File: src/rtl/telem_write_sched_if.sv
// telem_write_sched_if: bundle between sensor channels, the telemetry write scheduler and the register file.
// Ports:
//   req, req_target, req_x/y/z/t  channel -> scheduler request and payload (channel i at [4i+3:4i] / [8i+7:8i])
//   ack, ack_ok                   scheduler -> channel one-cycle acknowledge with accept/reject status
//   wr_en, wr_target, wr_x/y/z/t  scheduler -> register file write bus
//   busy, valid_mask, reject_cnt  scheduler status
// Modports: master = sensor side, slave = scheduler.
interface telem_write_sched_if #(
    parameter int N_REQ = 4
);
    logic [N_REQ-1:0]   req;
    logic [4*N_REQ-1:0] req_target;
    logic [8*N_REQ-1:0] req_x;
    logic [8*N_REQ-1:0] req_y;
    logic [8*N_REQ-1:0] req_z;
    logic [8*N_REQ-1:0] req_t;
    logic [N_REQ-1:0]   ack;
    logic               ack_ok;
    logic               wr_en;
    logic [3:0]         wr_target;
    logic [7:0]         wr_x;
    logic [7:0]         wr_y;
    logic [7:0]         wr_z;
    logic [7:0]         wr_t;
    logic               busy;
    logic [15:0]        valid_mask;
    logic [7:0]         reject_cnt;

    modport master (
        output req, req_target, req_x, req_y, req_z, req_t,
        input  ack, ack_ok, wr_en, wr_target, wr_x, wr_y, wr_z, wr_t, busy, valid_mask, reject_cnt
    );

    modport slave (
        input  req, req_target, req_x, req_y, req_z, req_t,
        output ack, ack_ok, wr_en, wr_target, wr_x, wr_y, wr_z, wr_t, busy, valid_mask, reject_cnt
    );
endinterface

File: src/rtl/telem_write_sched.sv
// telem_write_sched: round-robin write scheduler for the 16-entry target telemetry register file.
// Ports:
//   clk  system clock
//   rst  asynchronous active-high reset
//   bus  telem_write_sched_if.slave: channel requests/acks, register-file write bus, status
// Each granted update is checked against the last accepted timestamp of its target
// (mod-256 window of 1..127 ahead) and is either written once or rejected as stale.
module telem_write_sched #(
    parameter int N_REQ = 4
) (
    input logic               clk,
    input logic               rst,
    telem_write_sched_if.slave bus
);
    localparam int IW = $clog2(N_REQ);

    typedef enum logic [1:0] {IDLE, CHECK, WRITE, DONE} state_t;

    state_t           r_state;
    logic [IW-1:0]    r_rr;
    logic [IW-1:0]    r_gnt;
    logic [3:0]       r_tgt;
    logic [7:0]       r_x;
    logic [7:0]       r_y;
    logic [7:0]       r_z;
    logic [7:0]       r_t;
    logic [7:0]       r_shadow [16];
    logic [15:0]      r_valid;
    logic [7:0]       r_rej;
    logic [N_REQ-1:0] r_ack;
    logic             r_ack_ok;
    logic             r_wr_en;
    logic             r_busy;

    logic [IW-1:0]    w_gnt;
    logic [IW-1:0]    w_hi_idx;
    logic [IW-1:0]    w_lo_idx;
    logic             w_hi;
    logic             w_lo;
    logic [7:0]       w_diff;
    logic             w_accept;

    // Descending scan so the last hit is the lowest index: w_hi_idx is the lowest
    // requester above rr_ptr, w_lo_idx the lowest overall (used when the search wraps).
    always_comb begin
        w_hi     = 1'b0;
        w_lo     = 1'b0;
        w_hi_idx = '0;
        w_lo_idx = '0;
        for (int i = N_REQ - 1; i >= 0; i--) begin
            if (bus.req[IW'(i)]) begin
                if (IW'(i) > r_rr) begin
                    w_hi     = 1'b1;
                    w_hi_idx = IW'(i);
                end
                w_lo     = 1'b1;
                w_lo_idx = IW'(i);
            end
        end
        w_gnt = w_hi ? w_hi_idx : w_lo_idx;
    end

    // Modular distance from the last accepted timestamp; 1..127 counts as newer.
    assign w_diff   = r_t - r_shadow[r_tgt];
    assign w_accept = !r_valid[r_tgt] || (w_diff != 8'd0 && !w_diff[7]);

    always_ff @(posedge clk or posedge rst) begin
        if (rst) begin
            r_state  <= IDLE;
            r_rr     <= IW'(N_REQ - 1);
            r_gnt    <= '0;
            r_tgt    <= '0;
            r_x      <= '0;
            r_y      <= '0;
            r_z      <= '0;
            r_t      <= '0;
            r_valid  <= '0;
            r_rej    <= '0;
            r_ack    <= '0;
            r_ack_ok <= 1'b0;
            r_wr_en  <= 1'b0;
            r_busy   <= 1'b0;
            for (int k = 0; k < 16; k++) r_shadow[k] <= 8'd0;
        end else begin
            r_ack    <= '0;
            r_ack_ok <= 1'b0;
            r_wr_en  <= 1'b0;
            case (r_state)
                IDLE: begin
                    if (w_lo) begin
                        r_state <= CHECK;
                        r_busy  <= 1'b1;
                        r_gnt   <= w_gnt;
                        r_tgt   <= bus.req_target[{w_gnt, 2'b00} +: 4];
                        r_x     <= bus.req_x[{w_gnt, 3'b000} +: 8];
                        r_y     <= bus.req_y[{w_gnt, 3'b000} +: 8];
                        r_z     <= bus.req_z[{w_gnt, 3'b000} +: 8];
                        r_t     <= bus.req_t[{w_gnt, 3'b000} +: 8];
                    end
                end
                CHECK: begin
                    if (w_accept) begin
                        r_state <= WRITE;
                        r_wr_en <= 1'b1;
                    end else begin
                        r_state <= DONE;
                        r_ack   <= N_REQ'(1) << r_gnt;
                        r_rej   <= r_rej + {7'd0, r_rej != 8'hFF};
                    end
                end
                WRITE: begin
                    r_state         <= DONE;
                    r_shadow[r_tgt] <= r_t;
                    r_valid[r_tgt]  <= 1'b1;
                    r_ack           <= N_REQ'(1) << r_gnt;
                    r_ack_ok        <= 1'b1;
                end
                DONE: begin
                    r_state <= IDLE;
                    r_busy  <= 1'b0;
                    r_rr    <= r_gnt;
                end
            endcase
        end
    end

    assign bus.ack        = r_ack;
    assign bus.ack_ok     = r_ack_ok;
    assign bus.wr_en      = r_wr_en;
    assign bus.wr_target  = r_tgt;
    assign bus.wr_x       = r_x;
    assign bus.wr_y       = r_y;
    assign bus.wr_z       = r_z;
    assign bus.wr_t       = r_t;
    assign bus.busy       = r_busy;
    assign bus.valid_mask = r_valid;
    assign bus.reject_cnt = r_rej;
endmodule

File: src/flat_wrapper.sv
// flat-port wrapper written by rule: the top's interface ports become plain ports
module telem_write_sched_flat 
#(
    parameter int N_REQ = 4
)
  (clk, rst, bus_req, bus_req_target, bus_req_x, bus_req_y, bus_req_z, bus_req_t, bus_ack, bus_ack_ok, bus_wr_en, bus_wr_target, bus_wr_x, bus_wr_y, bus_wr_z, bus_wr_t, bus_busy, bus_valid_mask, bus_reject_cnt);
  telem_write_sched_if #(.N_REQ(N_REQ)) bus_i ();
  input logic clk;
  input logic rst;
  input wire logic [$bits(bus_i.req)-1:0] bus_req;
  input wire logic [$bits(bus_i.req_target)-1:0] bus_req_target;
  input wire logic [$bits(bus_i.req_x)-1:0] bus_req_x;
  input wire logic [$bits(bus_i.req_y)-1:0] bus_req_y;
  input wire logic [$bits(bus_i.req_z)-1:0] bus_req_z;
  input wire logic [$bits(bus_i.req_t)-1:0] bus_req_t;
  output wire logic [$bits(bus_i.ack)-1:0] bus_ack;
  output wire logic [$bits(bus_i.ack_ok)-1:0] bus_ack_ok;
  output wire logic [$bits(bus_i.wr_en)-1:0] bus_wr_en;
  output wire logic [$bits(bus_i.wr_target)-1:0] bus_wr_target;
  output wire logic [$bits(bus_i.wr_x)-1:0] bus_wr_x;
  output wire logic [$bits(bus_i.wr_y)-1:0] bus_wr_y;
  output wire logic [$bits(bus_i.wr_z)-1:0] bus_wr_z;
  output wire logic [$bits(bus_i.wr_t)-1:0] bus_wr_t;
  output wire logic [$bits(bus_i.busy)-1:0] bus_busy;
  output wire logic [$bits(bus_i.valid_mask)-1:0] bus_valid_mask;
  output wire logic [$bits(bus_i.reject_cnt)-1:0] bus_reject_cnt;
  assign bus_i.req = bus_req;
  assign bus_i.req_target = bus_req_target;
  assign bus_i.req_x = bus_req_x;
  assign bus_i.req_y = bus_req_y;
  assign bus_i.req_z = bus_req_z;
  assign bus_i.req_t = bus_req_t;
  assign bus_ack = bus_i.ack;
  assign bus_ack_ok = bus_i.ack_ok;
  assign bus_wr_en = bus_i.wr_en;
  assign bus_wr_target = bus_i.wr_target;
  assign bus_wr_x = bus_i.wr_x;
  assign bus_wr_y = bus_i.wr_y;
  assign bus_wr_z = bus_i.wr_z;
  assign bus_wr_t = bus_i.wr_t;
  assign bus_busy = bus_i.busy;
  assign bus_valid_mask = bus_i.valid_mask;
  assign bus_reject_cnt = bus_i.reject_cnt;
  telem_write_sched #(.N_REQ(N_REQ)) u_core (.clk(clk), .rst(rst), .bus(bus_i));
endmodule
File: config.mk
export PLATFORM = sky130hd
export DESIGN_NAME = telem_write_sched_flat
export DESIGN_NICKNAME = d
export VERILOG_FILES = /design/src/rtl/telem_write_sched_if.sv /design/src/rtl/telem_write_sched.sv /design/src/flat_wrapper.sv
export SDC_FILE = /design/constraint.sdc
export NUM_CORES = 1
export LEC_CHECK = 0
export CAP_MARGIN = 20
export CORE_ASPECT_RATIO = 1.25
export CORE_MARGIN = 5
export CORE_UTILIZATION = 50
export DETAILED_ROUTE_END_ITERATION = 8
export GPL_TIMING_DRIVEN = 0
export PLACE_DENSITY_LB_ADDON = 0.05
export RECOVER_POWER = 25
export SETUP_SLACK_MARGIN = 0.02
export SYNTH_ARGS = -nofsm -noshare
export SYNTH_HDL_FRONTEND = slang
export SYNTH_SLANG_ARGS = --single-unit
File: constraint.sdc
create_clock -name clk -period 9.28 [get_ports clk]
set_clock_uncertainty 0.15 [all_clocks]
set_input_delay 1.856 -clock clk [delete_from_list [all_inputs] [get_ports clk]]
set_output_delay 1.856 -clock clk [all_outputs]
set_load 0.01 [all_outputs]
* Word level (Yosys, flattened, before mapping)
Cells that the tools add are included.
** Word-level totals
- Register bits :: 201
- Bits of input ports :: 150
- Output and inout bits :: 67
** Cells by class
- Add/subtract/negate cells :: 2
- Order comparisons :: 6
- Eq/ne operators :: 5
- Shift operators :: 6
- Multiplexer cells :: 33
- Bitwise gates (word level) :: 3
- Reduce and logical (&&, ||, !) cells :: 12
** Operator list (number)
- $bwmux 128 :: 1
- $shiftx 32x6->8 :: 4
- $bmux 8 s4 :: 1
- $demux 8 s4 :: 1
- $mux 8 :: 3
- $mux 2 :: 8
- $or 16x16->16 :: 1
- $shiftx 16x5->4 :: 1
- $mux 1 :: 13
- $add 8x1->8 :: 1
- $ne 8x8->1 const B :: 1
- $pmux 2 s4 :: 1
- $pmux 4 s2 :: 1
- $reduce_bool 8->1 :: 1
- $sub 8x8->8 :: 1
- $reduce_and 2->1 :: 3
- $ge 5x5->1 const B :: 1
- $lt 4x5->1 const B :: 1
- $lt 5x1->1 const B :: 1
- $not 4->5 :: 1
- $bmux 1 s4 :: 1
- $demux 1 s4 :: 1
- $eq 2x2->1 const B :: 2
- $ge 4x1->1 const B :: 1
- other kinds (12) :: 16

* Logic depth before layout (Yosys ltp)
- Depth after elaboration :: 10
- Depth in mapped cells :: 15
- Mapped depth without buffers :: 12

* Least setup slack after synthesis
No wires, ideal clock.
- Kind :: register to register
- Start point :: reg u_core.r_tgt[0] (netlist: u_core.bus.wr_target[0])
- End point :: reg u_core.r_rej[0] (netlist: u_core.bus.reject_cnt[0])
- Setup time :: 125 ps
- Arrival :: 4303 ps
- Data required time :: 9005 ps
- Slack :: 4702 ps
- Stages on the path, launching flop included :: 14
- Buffers on the path :: 2
- Period minus slack after synthesis :: 4578 ps
- Path through :: dfrtp_1 buf_2 buf_1 mux4_2 mux4_2 ha_1 fa_1 nand2b_1 a21oi_1 o22ai_1 xnor2_1 or4_1 a31oi_4 mux2_2
** On the way
- Longest elaborated chain between the ends :: 10
- Elaborated cells between the ends (all ways) :: 14
** RTL lines
- start: declaration :: RTL line telem_write_sched.sv:22 : logic [3:0] r_tgt;
- start signal: assignment :: RTL line telem_write_sched.sv:94 : r_tgt <= bus.req_target[{w_gnt, 2'b00} +: 4];
- $not 4->5 (implied by the code) :: RTL line telem_write_sched.sv:64 : assign w_diff = r_t - r_shadow[r_tgt];
- $bmux 8 s4 :: RTL line telem_write_sched.sv:64
- $mux 8 (implied by the code) (2 in series) :: RTL line telem_write_sched.sv:64
- $sub 8x8->8 :: RTL line telem_write_sched.sv:64
- $reduce_bool 8->1 / $logic_not 1->1 (equally long branches) :: RTL line telem_write_sched.sv:65 : assign w_accept = !r_valid[r_tgt] || (w_diff != 8'd0 && !w_diff[7]);
- $logic_and 1x1->1 :: RTL line telem_write_sched.sv:65
- $logic_or 1x1->1 (*) :: RTL line telem_write_sched.sv:65
- $not 1->1 (no line) (*)
- $reduce_and 2->1 (no line) (*)
- end signal: assignment :: RTL line telem_write_sched.sv:108 : r_rej <= r_rej + {7'd0, r_rej != 8'hFF};
- end: declaration :: RTL line telem_write_sched.sv:29 : logic [7:0] r_rej;
Mark *: on every way between the ends. The rest lies on a longest branch, timed or not. The select of a mux whose other input is x is not followed.
A chain may end at the register's enable or synchronous reset.

* Worst setup path in the final report
Ends and elaborated chain as after synthesis.

==> qor.log <==
[status] result of the run finished with violations
[status] violations in the final reports capacitance limit, slew limit
[global_routing] GRT met1 Usage 27.9%
[global_routing] global-route track usage on met3 4.26%
[synth] dominant synthesized flop cell sky130_fd_sc_hd__dfrtp_1
[floorplan] placeable core region 17400 um^2
[clock_tree] CTS tree yes
[global_routing] first-pass GRT wire length 33800 um
[synth] Yosys top cell area share 55.7%
[critical_path] Crit Path Category reg2reg
[clock_tree] H-Tree Depth 4
[synth] complex-gate fraction of the synthesized area 2.86%
[sta] Pins Over Slew Limit 75
[floorplan] Std-Cell Rows 54
[global_routing] met2 Track Usage GR 37.4%
[place] port bufs 102
[critical_path] worst setup slack for register-to-register paths 3.44 ns
[critical_path] data arrival at the endpoint of the critical path 6.01 ns
[synth] instance count of the mapped netlist 597
[final_layout] Total Nets Final 893
[synth] Post-Synthesis Mean Instance Area 14.7 um^2
[critical_path] standard cell with the maximum stage delay on the critical path sky130_fd_sc_hd__clkbuf_1
[pwr] power per cell area 384 nW/um^2
[sta] actual slew at the worst max-slew pin 3.36 ns
[clock_tree] clock latency on the worst-skew pair 0.43 ns
[synth] synthesized area 8800 um^2
[synth] distinct cell type count after synthesis 46
[place] Detail Placement HPWL 14800 um
[sta] number of hold violations in the final report 0
[floorplan] chip height 158 um
[hold_path] capture endpoint of the worst hold path u_core.bus.ack[0]$_DFF_PP0_
[pwr] sequential share of power 34.5%
[route] via count 5497
[route] number of antenna-violating nets in the routed design 0
[sta] final period demand of the worst path 5.84 ns
[global_routing] global route total overflow 0
[critical_path] element type at the critical path start flop
[critical_path] worst-path cell chain clkbuf_1, clkbuf_1, mux4_2, mux4_2, ha_1, fa_1, nand2b_1, a21oi_1, o22ai_1, xnor2_1, or4_1, a31oi_4, mux2_2
[final_layout] area of all sequential standard cells 4900 um^2
[pwr] Pwr Total 0.00419 W
[global_routing] number of global-route vias before repair 6059
[critical_path] reg-to-reg startpoint u_core.bus.wr_target[0]$_DFFE_PP0N_
[clock_tree] setup fix buffers added after clock tree synthesis 0
[hold_path] worst hold-check path type reg2reg
[clock_tree] clock transition at the registers of the reported paths 0.07 ns
[critical_path] start point of the critical path u_core.bus.wr_target[0]$_DFFE_PP0N_
[global_routing] maximum number of pins on one net before global-route repair 123
[route] via count normalized by instance count 5.70
[global_routing] GR peak layer met2
[floorplan] Initial Utilization 50.7%
[clock_tree] hold-fix buffers at CTS 0
[clock_tree] Resized Gates After CTS 0
[critical_path] kind of end point of the critical path flop
[synth] cell types with the highest counts after synthesis sky130_fd_sc_hd__dfrtp_1 (196), sky130_fd_sc_hd__mux2_2 (152), sky130_fd_sc_hd__mux4_2 (39)
[pwr] Lkg Pwr 4.76 nW
[floorplan] Top-Level Pins 217
[pwr] combinational fraction of design power 44.9%
[global_routing] total track usage 22.0%
[flow_run] # Max-Cap Violations 1
[clock_tree] Root Buffer sky130_fd_sc_hd__clkbuf_16
[synth] share of the yosys chip area belonging to registers 55.7%
[sta] setup repair after global routing missed its margin false
[route] total detailed-routing wirelength 21000 um
[pwr] VDD IR max 208 uV
[route] 1st-pass router iterations 4
[pwr] clock share of power 20.5%
[critical_path] CP max stage delay 0.81 ns
[global_routing] initial antenna violation count 0
[synth] yosys synthesis warning count 0
[clock_tree] sink count of the clock tree 196
[synth] mux cell area share after synthesis 30.5%
[synth] simple-gate share of the synthesized area 5.34%
[sta] worst rel slew slack -125%
[critical_path] Crit Reg-Reg Endpoint u_core.bus.reject_cnt[0]$_DFFE_PP0P_
[place] Setup WS pre-CTS 3.77 ns
[pwr] internal power 0.00278 W
[pwr] switching power 0.00140 W
[final_layout] combined area of the multi-input logic cells 3690 um^2
[hold_path] depth of the worst hold-timing path 1
[sta] final total negative setup slack 0 ns
[route] wire per inst 21.8 um
[synth] Post-synth EDFFs 0
[final_layout] Syn-to-layout area delta 24.0%
[critical_path] maximum fanout count along the critical path 10
[synth] proportion of synthesized flip-flops having asynchronous set or reset 100%
[final_layout] antenna diode count 0
[synth] most used standard cell by instance count after synthesis sky130_fd_sc_hd__dfrtp_1
[critical_path] number of cells traversed by the worst register-to-register path 13
[sta] period utilisation layout 62.9%
[critical_path] Largest delay share family, worst path multiplexers
[synth] adder-cell area share of the yosys netlist 2.22%
[route] drt drc 0
[synth] largest family of logic cells by synthesized area multiplexers
[clock_tree] maximum root-to-sink buffer count 2
[floorplan] die area 20400 um^2
[critical_path] Worst EP required 9.45 ns
[critical_path] count of buffer and inverter cells on the critical path 2
[hold_path] worst min-delay path startpoint u_core.r_gnt[0]$_DFFE_PP0N_
[sta] achievable frequency 171 MHz
[place] weighted congestion at the end of routability-driven global placement 0.847
[sta] post-layout worst setup margin 3.44 ns
[route] Iteration-0 DRC Markers 338
[synth] post-synthesis xor/xnor area fraction 0.995%
[floorplan] Die Width 129 um
[pwr] switching part of the total power 33.5%
[final_layout] number of inserted filler cells in the final layout 1267
[synth] cell accounting for the most synthesized area sky130_fd_sc_hd__dfrtp_1
[sta] final setup vio count 0
[clock_tree] clock buffer count from CTS 17
[final_layout] ratio of cells with drive above 1 in the final layout 34.3%
[synth] ranking of synthesized cells by area sky130_fd_sc_hd__dfrtp_1 (56%), sky130_fd_sc_hd__mux2_2 (19%), sky130_fd_sc_hd__mux4_2 (10%), sky130_fd_sc_hd__ha_1 (2.0%), sky130_fd_sc_hd__o21ai_0 (1.1%)
[synth] count of state elements after synthesis 196
worst reg2reg max path: stages, from the launching register on:
cell                       delay, ns
sky130_fd_sc_hd__dfrtp_1        0.39
sky130_fd_sc_hd__clkbuf_1       0.66
sky130_fd_sc_hd__clkbuf_1       0.81
sky130_fd_sc_hd__mux4_2         0.64
sky130_fd_sc_hd__mux4_2         0.50
sky130_fd_sc_hd__ha_1           0.24
sky130_fd_sc_hd__fa_1           0.40
sky130_fd_sc_hd__nand2b_1       0.17
sky130_fd_sc_hd__a21oi_1        0.21
sky130_fd_sc_hd__o22ai_1        0.13
sky130_fd_sc_hd__xnor2_1        0.13
sky130_fd_sc_hd__or4_1          0.51
sky130_fd_sc_hd__a31oi_4        0.39
sky130_fd_sc_hd__mux2_2         0.38
cell families (layout without fill, tap and decap cells):
group	after synthesis	count (layout)
buf+inv	47	190
compound gates	39	39
other cells	1	2
mux	199	199
simple gates	90	90
fa+ha+maj	15	15
flops	196	196
xor+xnor	10	10
cell usage in the layout, fill, tap and decap left out, drive strengths merged, types with 4 or more instances in the layout:
master         synthesis  routed
nor2                  17      17
buf                   14      18
inv                   12      14
xnor2                  8       8
a21oi                  4       4
ha                    14      14
nand4                  7       7
nand2b                11      11
nand2                 23      23
dlygate4sd3            0      36
dfrtp                196     196
nor2b                  4       4
mux2i                  5       5
mux4                  39      39
clkbuf                21      47
mux2                 155     155
bufinv                 0       7
clkdlybuf4s50          0      66
nand3                  4       4
or2                   12      12
o21ai                 21      21
state kept, by name, summed over array words and instances, names as in the netlist:
| name | cells |
|---|---|
| u_core.r_state | 2 |
| u_core.bus.ack_ok | 1 |
| u_core.bus.valid_mask | 16 |
| u_core.bus.wr_en | 1 |
| u_core.r_gnt | 1 |
| u_core.bus.reject_cnt | 8 |
| u_core.bus.wr_t | 8 |
| u_core.bus.wr_x | 8 |
| u_core.r_shadow | 128 |
| u_core.bus.busy | 1 |
| u_core.bus.wr_target | 4 |
| u_core.bus.wr_y | 8 |
| u_core.bus.wr_z | 8 |
| u_core.bus.ack | 2 |
routing by layer:
metal	routed length (um)	vias up
li1	-	2425
met4	650	0
met2	10800	184
met3	1090	46
met1	8530	2842
met5	0	-
power by group through the flow:
stage / clock [W] / combinational, W / sequential, W
2_1_floorplan: 0 / 0.00122 / 0.00145
3_3_place_gp: 0 / 0.00185 / 0.00143
3_5_place_dp: 0 / 0.00190 / 0.00146
4_1_cts: 0.000877 / 0.00191 / 0.00145
5_1_grt: 0.000913 / 0.00206 / 0.00150
6_report: 0.000861 / 0.00188 / 0.00145
final cells by class:
| type | count | area share, % |
|---|---|---|
| Clock buffer | 21 | 4.13 |
| Buffer | 35 | 1.46 |
| Tap cell | 224 | 2.57 |
| Clock inverter | 11 | 2.23 |
| Inverter | 12 | 0.424 |
| Multi-Input combinational cell | 355 | 33.8 |
| Timing Repair Buffer | 111 | 10.4 |
| Sequential cell | 196 | 44.9 |
worst max path at each step:
stage | end | depth (start not counted)
floorplan | u_core.bus.ack[0]$_DFF_PP0_ | 1
global placement | u_core.bus.reject_cnt[7]$_DFFE_PP0P_ | 2
detailed placement | u_core.bus.reject_cnt[0]$_DFFE_PP0P_ | 13
CTS | u_core.bus.reject_cnt[0]$_DFFE_PP0P_ | 13
global route | u_core.bus.reject_cnt[0]$_DFFE_PP0P_ | 13
finish | u_core.bus.reject_cnt[0]$_DFFE_PP0P_ | 13
stage by stage:
stage	cells	hold WS [ns]	util, %	cell area, um^2
detailed placement	933	0.300	58.9	10200
CTS	965	0.309	62.9	10900
global route	965	0.347	62.9	10900
finish	965	0.314	62.9	10900
floorplan	598	0.287	-	8810
global placement	924	0.299	58.2	10100
Note: power is estimated with default switching activity, not from simulation.
